--- config.mk ---
export PLATFORM = sky130hd
export DESIGN_NAME = ram_access_arbiter
export DESIGN_NICKNAME = d
export VERILOG_FILES = /design/src/rtl/ram_access_arbiter.sv
export SDC_FILE = /design/constraint.sdc
export NUM_CORES = 1
export LEC_CHECK = 0
export BUFFER_PORTS_ARGS = -buffer_cell sky130_fd_sc_hd__buf_4
export CAP_MARGIN = 15
export CORE_MARGIN = 2
export CORE_UTILIZATION = 51
export CTS_CLUSTER_DIAMETER = 40
export CTS_CLUSTER_SIZE = 25
export DETAILED_ROUTE_END_ITERATION = 12
export PLACE_DENSITY_LB_ADDON = 0.2
export SETUP_SLACK_MARGIN = 0.5
export SLEW_MARGIN = 40
export SYNTH_ARGS = -nofsm -noshare
export SYNTH_HDL_FRONTEND = slang
export SYNTH_SLANG_ARGS = --single-unit
--- constraint.sdc ---
create_clock -name clk -period 4.81 [get_ports clk]
set_input_delay 0.481 -clock clk [delete_from_list [all_inputs] [get_ports clk]]
set_output_delay 0.481 -clock clk [all_outputs]
set_load 0.005 [all_outputs]
--- src/rtl/ram_access_arbiter.sv ---
// Round-robin arbiter sharing one negedge-sampled feature-map RAM.
// Optional ARB_RANGE_CHECK_EN adds err pulses for addresses >= MEM_DEPTH.
module ram_access_arbiter #(
    parameter int NUM_REQ   = 2,
    parameter int ADDR_W    = 16,
    parameter int DATA_W    = 16,
    parameter int MEM_DEPTH = 11
) (
    input  logic                      clk,
    input  logic                      RST,
    input  logic [NUM_REQ-1:0]        req,
    input  logic [NUM_REQ-1:0]        we,
    input  logic [NUM_REQ*ADDR_W-1:0] addr,
    input  logic [NUM_REQ*DATA_W-1:0] wdata,
    output logic [NUM_REQ-1:0]        gnt,
    output logic [NUM_REQ-1:0]        rvalid,
    output logic [NUM_REQ-1:0]        wack,
    output logic [DATA_W-1:0]         rdata,
    output logic                      busy,
    output logic [ADDR_W-1:0]         ram_address,
    output logic [DATA_W-1:0]         ram_data,
    output logic                      ram_read_signal,
    output logic                      ram_write_signal,
`ifdef ARB_RANGE_CHECK_EN
    output logic [NUM_REQ-1:0]        err,
`endif
    input  logic [DATA_W-1:0]         ram_dataout
);

    localparam int IDX_W = $clog2(NUM_REQ);

    typedef enum logic [1:0] {
        IDLE,
        ISSUE,
        RESP
    } state_t;

    state_t             state;
    logic [IDX_W-1:0]   rr_ptr;
    logic [IDX_W-1:0]   lat_idx;
    logic               lat_we;
    logic [ADDR_W-1:0]  lat_addr;
    logic [DATA_W-1:0]  lat_data;

    logic               any_req;
    logic [IDX_W-1:0]   pick;
    logic               pick_we;
    logic [ADDR_W-1:0]  pick_addr;
    logic [DATA_W-1:0]  pick_data;
    logic               addr_oor;
    logic               addr_ok;

    // Scan from the farthest offset down so the nearest set bit wins.
    always_comb begin
        int j;
        j       = 0;
        any_req = 1'b0;
        pick    = '0;
        for (int k = NUM_REQ - 1; k >= 0; k--) begin
            j = int'(rr_ptr) + k;
            if (j >= NUM_REQ)
                j = j - NUM_REQ;
            if (req[IDX_W'(j)]) begin
                any_req = 1'b1;
                pick    = IDX_W'(j);
            end
        end
    end

    always_comb begin
        pick_we   = 1'b0;
        pick_addr = '0;
        pick_data = '0;
        for (int i = 0; i < NUM_REQ; i++) begin
            if (pick == IDX_W'(i)) begin
                pick_we   = we[i];
                pick_addr = addr[i*ADDR_W +: ADDR_W];
                pick_data = wdata[i*DATA_W +: DATA_W];
            end
        end
    end

    assign addr_oor = (lat_addr >= ADDR_W'(MEM_DEPTH));

`ifdef ARB_RANGE_CHECK_EN
    assign addr_ok = !addr_oor;
`else
    logic oor_unused;
    assign oor_unused = addr_oor;
    assign addr_ok    = 1'b1;
`endif

    always_ff @(posedge clk or negedge RST) begin
        if (!RST) begin
            state            <= IDLE;
            rr_ptr           <= '0;
            lat_idx          <= '0;
            lat_we           <= 1'b0;
            lat_addr         <= '0;
            lat_data         <= '0;
            gnt              <= '0;
            rvalid           <= '0;
            wack             <= '0;
            rdata            <= '0;
            busy             <= 1'b0;
            ram_address      <= '0;
            ram_data         <= '0;
            ram_read_signal  <= 1'b0;
            ram_write_signal <= 1'b0;
`ifdef ARB_RANGE_CHECK_EN
            err              <= '0;
`endif
        end else begin
            gnt    <= '0;
            rvalid <= '0;
            wack   <= '0;
`ifdef ARB_RANGE_CHECK_EN
            err    <= '0;
`endif
            unique case (state)
                IDLE: begin
                    if (any_req) begin
                        lat_idx    <= pick;
                        lat_we     <= pick_we;
                        lat_addr   <= pick_addr;
                        lat_data   <= pick_data;
                        gnt[pick]  <= 1'b1;
                        busy       <= 1'b1;
                        state      <= ISSUE;
                    end
                end
                ISSUE: begin
                    ram_address      <= lat_addr;
                    ram_data         <= lat_data;
                    ram_write_signal <= addr_ok && lat_we;
                    ram_read_signal  <= addr_ok && !lat_we;
                    state            <= RESP;
                end
                RESP: begin
                    ram_write_signal <= 1'b0;
                    ram_read_signal  <= 1'b0;
                    if (!addr_ok) begin
`ifdef ARB_RANGE_CHECK_EN
                        err[lat_idx] <= 1'b1;
`endif
                    end else if (lat_we) begin
                        wack[lat_idx] <= 1'b1;
                    end else begin
                        rdata           <= ram_dataout;
                        rvalid[lat_idx] <= 1'b1;
                    end
                    if (lat_idx == IDX_W'(NUM_REQ - 1))
                        rr_ptr <= '0;
                    else
                        rr_ptr <= lat_idx + 1'b1;
                    busy  <= 1'b0;
                    state <= IDLE;
                end
                default: state <= IDLE;
            endcase
        end
    end

endmodule

# Yosys cells after proc, flatten, opt, wreduce, memory -nomap -nowiden
# Index checks and enable logic that the tools add are counted.
# op_classes
reduce_logical,9
muxes,30
order_cmp,8
n_eq_ne,3
bitwise,1
add_sub_neg,4
# op_table
operator,n
16-bit 2-to-1 mux,2
1-bit 2-to-1 mux,15
2-bit 2-to-1 mux,7
"1-bit by 3-bit less-than comparator with 1-bit output, second input constant",2
1-bit case mux with 2 select lines,3
2-bit AND reduction,3
"1-bit by 2-bit less-than comparator with 1-bit output, second input constant",2
2-bit case mux with 2 select lines,1
2-bit nonzero test,2
"1-bit by 1-bit adder with 2-bit output, second input constant",1
1-bit demux with 1-bit select,2
"2-bit by 1-bit == test with 1-bit output, second input constant",1
"2-bit == test, second input constant",1
"1-bit >= comparator, second input constant",2
"1-bit by 2-bit >= comparator with 1-bit output, second input constant",1
"2-bit >= comparator, second input constant",1
1-bit logical AND,2
2-bit logical NOT,1
"2-bit != test, second input constant",1
"1-bit subtractor, second input constant",2
"1-bit adder, second input constant",1
1-bit logical NOT,1
1-bit NOT,1
# totals
output_inout_bits,57
ff_bits,94
elab_cells,70
input_bits,86

# Logic depth before layout (Yosys ltp)
# Gate-level depths: netlist of the first run.
# depth
depth_word,14
depth_mapped,7
ltp_nobuf,4

# Worst setup path before layout of the first run
# No wires, ideal clock.
# synth_path
kind,reg2reg
start,register state[0]
end,register rdata[10]
n_path_buf,2
required_ps,4685
path_slack_ps,3285
arrival_time_ps,1400
synth_period_minus_slack_ps,1525
setup_ps,125
stages_incl_launch_ff,7
cell_sequence,dfrtp_1 inv_1 ha_1 nor2b_2 buf_6 buf_12 mux2_4
# synth_between
elab_chain_cells,2
# synth_rtl
item,line,rtl
from (decl),38,state_t state;
from (signal assigned),95,state <= IDLE;
from (signal assigned),129,state <= ISSUE;
from (signal assigned),137,state <= RESP;
2-bit == test,120,unique case (state)
2-bit AND reduction (no source line),--,
to (signal assigned),149,rdata <= ram_dataout;
to (decl),18,"output logic [DATA_W-1:0] rdata,"
# Every way passes these cells.
# A chain may end at the register's enable or synchronous reset.

# Worst setup path after layout of the first run
# layout_path
start,register state[0]
end,register rdata[5]
# Same word-level chain as after synthesis.

==> results of run 1 <==
-- synth_stat cells (2+ instances only) --
cell / number / area, µm²
buf_2: 10 / 50.1
mux2_4: 10 / 150
mux2_1: 2 / 22.5
mux2_2: 40 / 450
a21oi_1: 67 / 335
dfrtp_1: 94 / 2350
inv_1: 4 / 15.0
nand2_1: 2 / 7.51
mux2i_1: 35 / 350
buf_4: 3 / 22.5
nor2_1: 4 / 15.0
clkbuf_1: 6 / 22.5
ha_1: 6 / 75.1
-- worst max-delay path, stage by stage (launching register included) --
cell and delay, ps:
dfrtp_1 440, inv_1 150, ha_1 240, nor2b_4 540
mux2_2 400
-- where the power goes --
part / internal [mW] / leakage, nW / switching, mW
clock: 0.213 / 0.0845 / 0.250
combinational: 0.812 / 1.37 / 0.533
sequential: 1.18 / 1.07 / 0.278
-- cell families after synthesis --
group | count (synthesis) | share of synthesized area (%)
muxes | 87 | 24.5
and+or+nand+nor | 14 | 2.08
DFF | 94 | 59.3
adders and majority gates | 6 | 1.89
AOI/OAI and AO/OA | 68 | 8.57
buffers and inverters | 26 | 3.66
-- worst min path at each step --
stage / from / endpoint / slack, ps
after floorplan: RST / busy$_DFFE_PN0P_ / 190
after global placement: ram_address[2]$_DFFE_PN0N_ / ram_address[2]$_DFFE_PN0N_ / 470
after detailed placement: ram_address[2]$_DFFE_PN0N_ / ram_address[2]$_DFFE_PN0N_ / 480
after CTS: RST / rdata[0]$_DFFE_PN0P_ / 130
after global routing: RST / rdata[0]$_DFFE_PN0P_ / 150
final: RST / rdata[0]$_DFFE_PN0P_ / 110
-- flip-flops by register name (all words and copies together), names as in the netlist, 2 cells and up --
signal,cells
ram_address,16
rvalid,2
rdata,16
lat_addr,16
ram_data,16
gnt,2
lat_data,16
wack,2
state,2
-- stage by stage --
stage / instances / hold WS (ps)
floorplan: 295 / 185
global placement: 519 / 469
detailed placement: 519 / 485
CTS: 534 / 130
global route: 534 / 151
finish: 534 / 113
-- area by class of cell --
class | instances | area (µm²) | area share (%)
repair buffers | 144 | 1080 | 20.6
inverters | 4 | 15.0 | 0.286
flip-flops and latches | 94 | 2360 | 44.9
well taps | 102 | 128 | 2.43
clock inverters | 3 | 20.0 | 0.382
clock buffers | 12 | 155 | 2.96
multi-input cells | 175 | 1490 | 28.4
-- metal layers --
metal / wire length [µm] / vias to the layer above / GRT usage, %
met4: 121 / 0 / 7.09
met1: 3590 / 1372 / 26.3
met5: 0 / - / 0
met3: 563 / 9 / 4.60
li1: - / 1300 / -
met2: 4020 / 97 / 33.9
==> flow_metrics.tcl, run 1 <==
set metrics [dict create \
    avgSynthCellArea_um2 13.5 \
    initial_core_util_pct 51.9 \
    place_hpwl_mm 5.49 \
    setup_tns_ps 0 \
    finalWirelength_mm 8.29 \
    cp.arrival_ps 2120 \
    async_flop_share_pct 100 \
    ant_nets 0 \
    antenna_found_initial 0 \
    hp-class "in2async" \
    clkTransAtPathRegs_ps 80 \
    syn-num-nets 387 \
    r2r_slack_ps 2920 \
    synth_seq_area_share_pct 59.3 \
    period_needed_ps 1890 \
    clock-sinks 94 \
    p_leak_nw 2.53 \
    powerDensity_mw_per_mm2 622 \
    max-vdd-ir-drop_mv 0.257 \
    placement.cell_area_mm2 0.00506 \
    die_w_um 92.2 \
    rsz0062_at_grt "no" \
    max_slew_margin_pct 57.6 \
    post_drt_via_cell_ratio 5.20 \
    totalPowerFinal_mw 3.26 \
    clk_latency_ps 350 \
    status "finished, final reports clean" \
    cts_tree "done" \
    row_count 32 \
    hold_buffers 0 \
    timing.final.crit_share_pct 39.3 \
    grt_pass1_wl_mm 13.5 \
    syn_to_final_growth_pct 32.1 \
    required_ps 5040 \
    grt_pass1_vias 2810 \
    post-place-ws_ps 2780 \
    slew_violations 0 \
    clk_path_buf_depth 2 \
    r2r_end "rdata[5]$_DFFE_PN0P_" \
    final_common_cell "buf_4" \
    fp.dieH_um 92.2 \
    drive_above_1_share_pct 49.3 \
    fin_util_pct 68.6 \
    worst_slack_ps 2920 \
    cts_buffers 9 \
    drc 0 \
    critical_path.max_fanout 16 \
    syn_area_mm2 0.00397 \
    worst_pin_slew_ps 636 \
    setup_violations 0 \
    rr_startpoint "state[0]$_DFFE_PN0P_" \
    crit_end "rdata[5]$_DFFE_PN0P_" \
    root_buffer "clkbuf_8" \
    reg2reg_depth 4 \
    synthCells 295 \
    worstSetupPathType "reg2reg" \
    gp_congestion 0.707 \
    fin_nets 520 \
    htree_num_levels 3 \
    ys_seq_elements 94 \
    nFillCells 560 \
    critPathLaunch "state[0]$_DFFE_PN0P_" \
    yosysUniqueCellTypes 25 \
    grt_max_degree 51 \
    post_cts_resized 0 \
    maxCapViolCount 0 \
    synth_flop_cell "dfrtp_1" \
    core_mm2 0.00765 \
    final_cell_mix "buf_4, dfrtp_1, a21oi_1" \
    post_cts_buffers 0 \
    drt_pass1_iterations 4 \
    num_vias 2778 \
    max_freq_mhz 530 \
    startpoint_type "flop" \
    antennaDiodeCount 0 \
    port-buffer-count 141 \
    drt_iter0_drc 113 \
    overflow 0 \
    grt_use_total_pct 20.3 \
    stdcell_area_mm2 0.00524 \
    io_pins 143 \
    wl_per_cell_um 15.5 \
    die-area_mm2 0.00850 \
    fin_worst_skew_ps 7.13 \
    synth-warning-count 0 \
    hold_viol_final 0 \
    crit_path_end_kind "flop" \
    synth_edf_count 0 \
]
Note: power is estimated with default switching activity, not from simulation.
==> run 2: changes to the inputs <==
--- a/config.mk
+++ b/config.mk
@@ -5,10 +5,11 @@
 export SDC_FILE = /design/constraint.sdc
 export NUM_CORES = 1
 export LEC_CHECK = 0
+export ABC_AREA = 1
 export BUFFER_PORTS_ARGS = -buffer_cell sky130_fd_sc_hd__buf_4
 export CAP_MARGIN = 15
 export CORE_MARGIN = 2
-export CORE_UTILIZATION = 51
+export CORE_UTILIZATION = 50
 export CTS_CLUSTER_DIAMETER = 40
 export CTS_CLUSTER_SIZE = 25
 export DETAILED_ROUTE_END_ITERATION = 12
==> constraint.sdc (replaced) <==
create_clock -name clk -period 1.9 [get_ports clk]
set_input_delay 0.19 -clock clk [delete_from_list [all_inputs] [get_ports clk]]
set_output_delay 0.19 -clock clk [all_outputs]
set_load 0.005 [all_outputs]
==> flow_metrics.tcl, run 2 <==
set metrics [dict create \
    status "finished, final reports clean" \
    slew_violations 0 \
    timing.final.crit_share_pct 69.6 \
    antenna_found_initial 0 \
    synthCells 537 \
    async_flop_share_pct 100 \
    port-buffer-count 141 \
    setup_tns_ps 0 \
    gp_congestion 0.798 \
    finalWirelength_mm 9.71 \
    syn-num-nets 629 \
    clock-sinks 94 \
    htree_num_levels 3 \
    p_int_mw 4.88 \
    synth_area_leaders "dfrtp_1, nand2_1, inv_1, nand3_1, o21ai_0" \
    required_ps 2120 \
    antennaDiodeCount 0 \
    p_sw_mw 3.04 \
    grt_max_degree 47 \
    period_needed_ps 1320 \
    hp-class "in2reg" \
    cts_tree "done" \
    synth_top_cell_by_area "dfrtp_1" \
    place_hpwl_mm 6.64 \
    hold_slack_ps 53.5 \
    cts_buffers 9 \
    fin_worst_skew_ps 13.2 \
    synth_most_common_cell "nand2_1" \
    ys_seq_elements 94 \
    drt_iter0_drc 114 \
    max_slew_margin_pct 65.2 \
    row_count 33 \
    maxCapViolCount 0 \
    clk_latency_ps 360 \
    p_leak_nw 3.28 \
    swShare_pct 38.4 \
    crit_path_end_kind "flop" \
    drive_above_1_share_pct 25.7 \
    post_drt_via_cell_ratio 4.73 \
    overflow 0 \
    final_common_cell "nand2_1" \
    worst_pin_slew_ps 521 \
    wl_per_cell_um 12.4 \
    drc 0 \
    clk_path_buf_depth 2 \
    pwr-share-comb_pct 41.6 \
    grt_pass1_vias 3574 \
    startpoint_type "flop" \
    grt_pass1_wl_mm 15.7 \
    die_w_um 96.3 \
    worstSetupPathType "reg2reg" \
    die-area_mm2 0.00928 \
    fin_nets 767 \
    avgSynthCellArea_um2 7.94 \
    ant_nets 0 \
    power_frac_seq_pct 42.9 \
    clkPwrFrac_pct 15.5 \
    nFillCells 723 \
    synth_common_cells "nand2_1, inv_1, dfrtp_1, nand3_1, o21ai_0" \
    io_pins 143 \
    synth_edf_count 0 \
    synth-warning-count 0 \
    max_freq_mhz 757 \
    synth_seq_area_share_pct 55.2 \
    max-vdd-ir-drop_mv 0.726 \
    clkTransAtPathRegs_ps 100 \
    drt_pass1_iterations 4 \
    synth_flop_cell "dfrtp_1" \
    initial_core_util_pct 51.6 \
    root_buffer "clkbuf_8" \
    cp.arrival_ps 1540 \
    rsz0062_at_grt "yes" \
    fp.dieH_um 96.3 \
    syn_to_final_growth_pct 32.3 \
    setup_violations 0 \
    critical_path.max_fanout 46 \
    grt_use_total_pct 22.0 \
    powerDensity_mw_per_mm2 1410 \
    synth_top_area_share_pct 55.2 \
    final_cell_mix "nand2_1, buf_4, inv_1" \
    hold_viol_final 0 \
    core_mm2 0.00826 \
    num_vias 3716 \
    syn_area_mm2 0.00426 \
    yosysUniqueCellTypes 17 \
    post_cts_buffers 0 \
]
[run 2: what timing repair did]
| action | in CTS | in global routing |
|---|---|---|
| hold endpoints to repair | 37 | 0 |
| gates cloned | 1 | 0 |
| setup endpoints to repair | 72 | 59 |
| hold buffers | 1 | 0 |
| gates resized for setup | 4 | 7 |
| pin swaps | 0 | 0 |
[run 2: layout make-up]
cell class	count	area (µm²)	area share [%]
clock buffers	9	124	2.20
clock inverters	7	56.3	0.999
inverters	109	422	7.48
multi-input cells	309	1370	24.3
flip-flops and latches	94	2350	41.7
well taps	105	131	2.33
repair buffers	151	1170	20.7
repair inverters	1	11.3	0.200
[run 2: layer usage]
metal	vias up	wire, µm	track usage [%]
li1	1862	-	-
met1	1745	4220	27.6
met2	96	4820	37.0
met3	13	489	5.09
met4	0	186	8.10
met5	-	0	0
[run 2: cells by family (layout without fill, tap and decap cells)]
group	Yosys count	after routing	share of synthesized area, %
AND/OR/NAND/NOR	265	265	25.2
buffers and inverters	134	277	13.4
adder cells (fa/ha/maj)	6	6	1.76
AO/OA/AOI/OAI	38	38	4.52
flip-flops	94	94	55.2
[run 2: path summary, 6_finish.rpt]
check,slack [ps],cells after the start,startpoint,endpoint
setup / recovery,580,4,state[1]$_DFFE_PN0P_,ram_address[12]$_DFFE_PN0N_
hold / removal,50,3,ram_dataout[5],rdata[5]$_DFFE_PN0P_
setup reg to reg,580,4,state[1]$_DFFE_PN0P_,ram_address[12]$_DFFE_PN0N_
hold reg to reg,480,2,rdata[6]$_DFFE_PN0P_,rdata[6]$_DFFE_PN0P_
max in group asynchronous,1000,3,RST,lat_data[12]$_DFFE_PN0P_
min in group asynchronous,350,2,RST,lat_addr[5]$_DFFE_PN0P_
[run 2: worst max-delay path: stages (launching register included)]
cell and delay (ps):
dfrtp_1 420, inv_2 120, ha_2 200, buf_6 270
o21ai_0 150
[run 2: stage by stage]
step	instance area [µm²]	total power, mW	instances	setup WS (ps)	util, %
2_1_floorplan	4260	5.22	537	576	-
3_3_place_gp	5390	6.50	767	424	65.3
3_5_place_dp	5390	6.65	767	363	65.3
4_1_cts	5600	7.93	785	488	67.8
5_1_grt	5640	8.62	785	477	68.3
6_report	5640	7.92	785	579	68.3
[run 2: power by group through the flow]
stage	clock [mW]	sequential [mW]	combinational, mW
final	1.23	3.40	3.29
after floorplan	0	3.38	1.84
after detailed placement	0	3.42	3.23
after global routing	1.35	3.51	3.77
after global placement	0	3.39	3.10
after CTS	1.26	3.39	3.28
==> run 3: changes to the inputs <==
==> constraint.sdc (replaced) <==
create_clock -name clk -period 1.23 [get_ports clk]
set_input_delay 0.123 -clock clk [delete_from_list [all_inputs] [get_ports clk]]
set_output_delay 0.123 -clock clk [all_outputs]
set_load 0.005 [all_outputs]
==> flow_metrics.tcl, run 3 (synthesis gave the netlist of run 2 again) <==
set metrics [dict create \
    timing.final.crit_share_pct 106 \
    fin_worst_skew_ps 17.5 \
    worst_pin_slew_ps 298 \
    overflow 0 \
    p_leak_nw 3.77 \
    finalWirelength_mm 12.6 \
    r2r_slack_ps -70 \
    r2r_end "rdata[13]$_DFFE_PN0P_" \
    drc 0 \
    worst_slack_ps -67.8 \
    rsz0062_at_grt "yes" \
    die-area_mm2 0.00928 \
    row_count 33 \
    root_buffer "clkbuf_8" \
    dp_cells 774 \
    clk_path_buf_depth 2 \
    max_freq_mhz 771 \
    fin_nets 829 \
    htree_num_levels 3 \
    final_cell_mix "nand2_1, buf_4, inv_1" \
    post_drt_via_cell_ratio 4.96 \
    syn_to_final_growth_pct 58.5 \
    crit_path_end_kind "flop" \
    powerDensity_mw_per_mm2 2370 \
    core_mm2 0.00826 \
    worstSetupPathType "reg2reg" \
    clkTransAtPathRegs_ps 100 \
    io_pins 143 \
    die_w_um 96.3 \
    max_stage_delay_ps 420 \
    grt_pass1_vias 3828 \
    cts_tree "done" \
    grt_use_total_pct 24.3 \
    power_frac_seq_pct 34.4 \
    swShare_pct 37.1 \
    grt_use_met3_pct 3.68 \
    drt_pass1_iterations 5 \
    wl_per_cell_um 14.9 \
    hold_slack_ps -12.8 \
    maxCapViolCount 0 \
    port-buffer-count 141 \
    p_sw_mw 5.95 \
    place_hpwl_mm 7.08 \
    setup_violations 20 \
    reg2reg_depth 6 \
    gp_congestion 0.762 \
    critical_path.max_fanout 8 \
    crit_path_top_delay_cell "dfrtp_1" \
    pwr-share-comb_pct 50.8 \
    nFillCells 514 \
    status "finished with violations" \
    hold_path_end "rdata[4]$_DFFE_PN0P_" \
    drt_iter0_drc 208 \
    p_int_mw 10.1 \
    slew_violations 0 \
    grt.busiest_layer "met2" \
    num_vias 4205 \
    antenna_found_initial 0 \
    drive_above_1_share_pct 35.6 \
    hp-class "in2reg" \
    final_common_cell "nand2_1" \
    fp.dieH_um 96.3 \
    startpoint_type "flop" \
    initial_core_util_pct 51.6 \
    ant_nets 0 \
    max_slew_margin_pct 80.2 \
    max-vdd-ir-drop_mv 1.31 \
    required_ps 1540 \
    clk_latency_ps 370 \
    crit_chain "inv_2 -> buf_6 -> ha_4 -> clkbuf_16 -> nand3_1 -> nand2_1" \
    grtUsageMet2_pct 42.0 \
    cts_buffers 9 \
    hp-start "ram_dataout[4]" \
    hold_depth 3 \
    grt_max_degree 55 \
    cp.arrival_ps 1600 \
    clkPwrFrac_pct 14.8 \
    clock-sinks 94 \
    stdcell_count 847 \
    antennaDiodeCount 0 \
    rr_startpoint "state[0]$_DFFE_PN0P_" \
    met1_usage_pct 31.0 \
    hold_viol_final 1 \
    grt_pass1_wl_mm 17.4 \
    fin_util_pct 81.8 \
    period_needed_ps 1300 \
    violations "hold timing, setup timing" \
]
==> run 3: cell types whose count changed in the layout (fill, tap and decap cells not counted), sizes merged <==
| cell | change |
|---|---|
| buf | +46 |
| dlygate4sd3 | +11 |
| inv | -5 |
| clkinv | +3 |
| nand2 | +1 |
| bufinv | +2 |
| clkinvlp | -2 |
| clkbuf | +6 |
==> run 3: final cells by class <==
type	count	area (µm²)	share of cell area, %
well taps	105	131	1.94
multi-input cells	310	1570	23.2
repair inverters	1	16.3	0.241
repair buffers	212	2020	29.9
clock inverters	5	81.3	1.20
inverters	109	433	6.41
clock buffers	11	151	2.24
flip-flops and latches	94	2350	34.8
==> run 3: through the flow <==
step | setup slack (ps) | power, mW | setup TNS (ps) | instance area (µm²) | hold WS, ps
final | -67.8 | 16.0 | -539 | 6760 | -12.8
after global routing | -112 | 17.0 | -3240 | 6760 | -14.1
after CTS | 6.79 | 14.2 | 0 | 6270 | 0.511
after detailed placement | -135 | 10.6 | -3290 | 5510 | 119
after global placement | -33.2 | 10.4 | -981 | 5510 | 120
after floorplan | 61.1 | 8.42 | 0 | 4370 | -173
==> run 3: worst max-delay path: cells and delay by family (launching register included) <==
family                     cells  cell delay (ps)
buffers and inverters          3              440
DFF                            1              420
and+or+nand+nor                2              160
adders and majority gates      1              220
==> run 3: how the worst max path moves through the flow <==
stage | to | cells after the start | from | slack, ps
finish | rdata[13]$_DFFE_PN0P_ | 6 | state[0]$_DFFE_PN0P_ | -70
global route | lat_we$_DFFE_PN0P_ | 6 | state[0]$_DFFE_PN0P_ | -110
CTS | ram_data[11]$_DFFE_PN0N_ | 4 | state[1]$_DFFE_PN0P_ | 7
detailed placement | lat_addr[5]$_DFFE_PN0P_ | 6 | state[0]$_DFFE_PN0P_ | -140
global placement | lat_data[5]$_DFFE_PN0P_ | 6 | state[0]$_DFFE_PN0P_ | -30
floorplan | lat_data[0]$_DFFE_PN0P_ | 7 | state[1]$_DFFE_PN0P_ | 60
==> run 3: power groups by stage <==
| stage | sequential [mW] | combinational [mW] | clock (mW) |
|---|---|---|---|
| after CTS | 5.41 | 6.47 | 2.36 |
| after detailed placement | 5.31 | 5.33 | 0 |
| after global placement | 5.26 | 5.13 | 0 |
| after floorplan | 5.24 | 3.18 | 0 |
| after global routing | 5.66 | 8.87 | 2.50 |
| final | 5.52 | 8.15 | 2.37 |
==> run 3: routing by layer <==
metal / up-vias / wire length, µm
met4: 0 / 293
li1: 1990 / -
met2: 180 / 6620
met3: 30 / 743
met5: - / 0
met1: 2005 / 4950
==> run 3: what timing repair did <==
item / 4_1_cts / 5_1_grt
setup buffers: 15 / 22
setup endpoints to repair: 151 / 151
pin swaps: 3 / 17
gates cloned: 1 / 7
endpoints found under the hold margin: 103 / 2
gates resized for setup: 84 / 63
hold buffers: 10 / 2
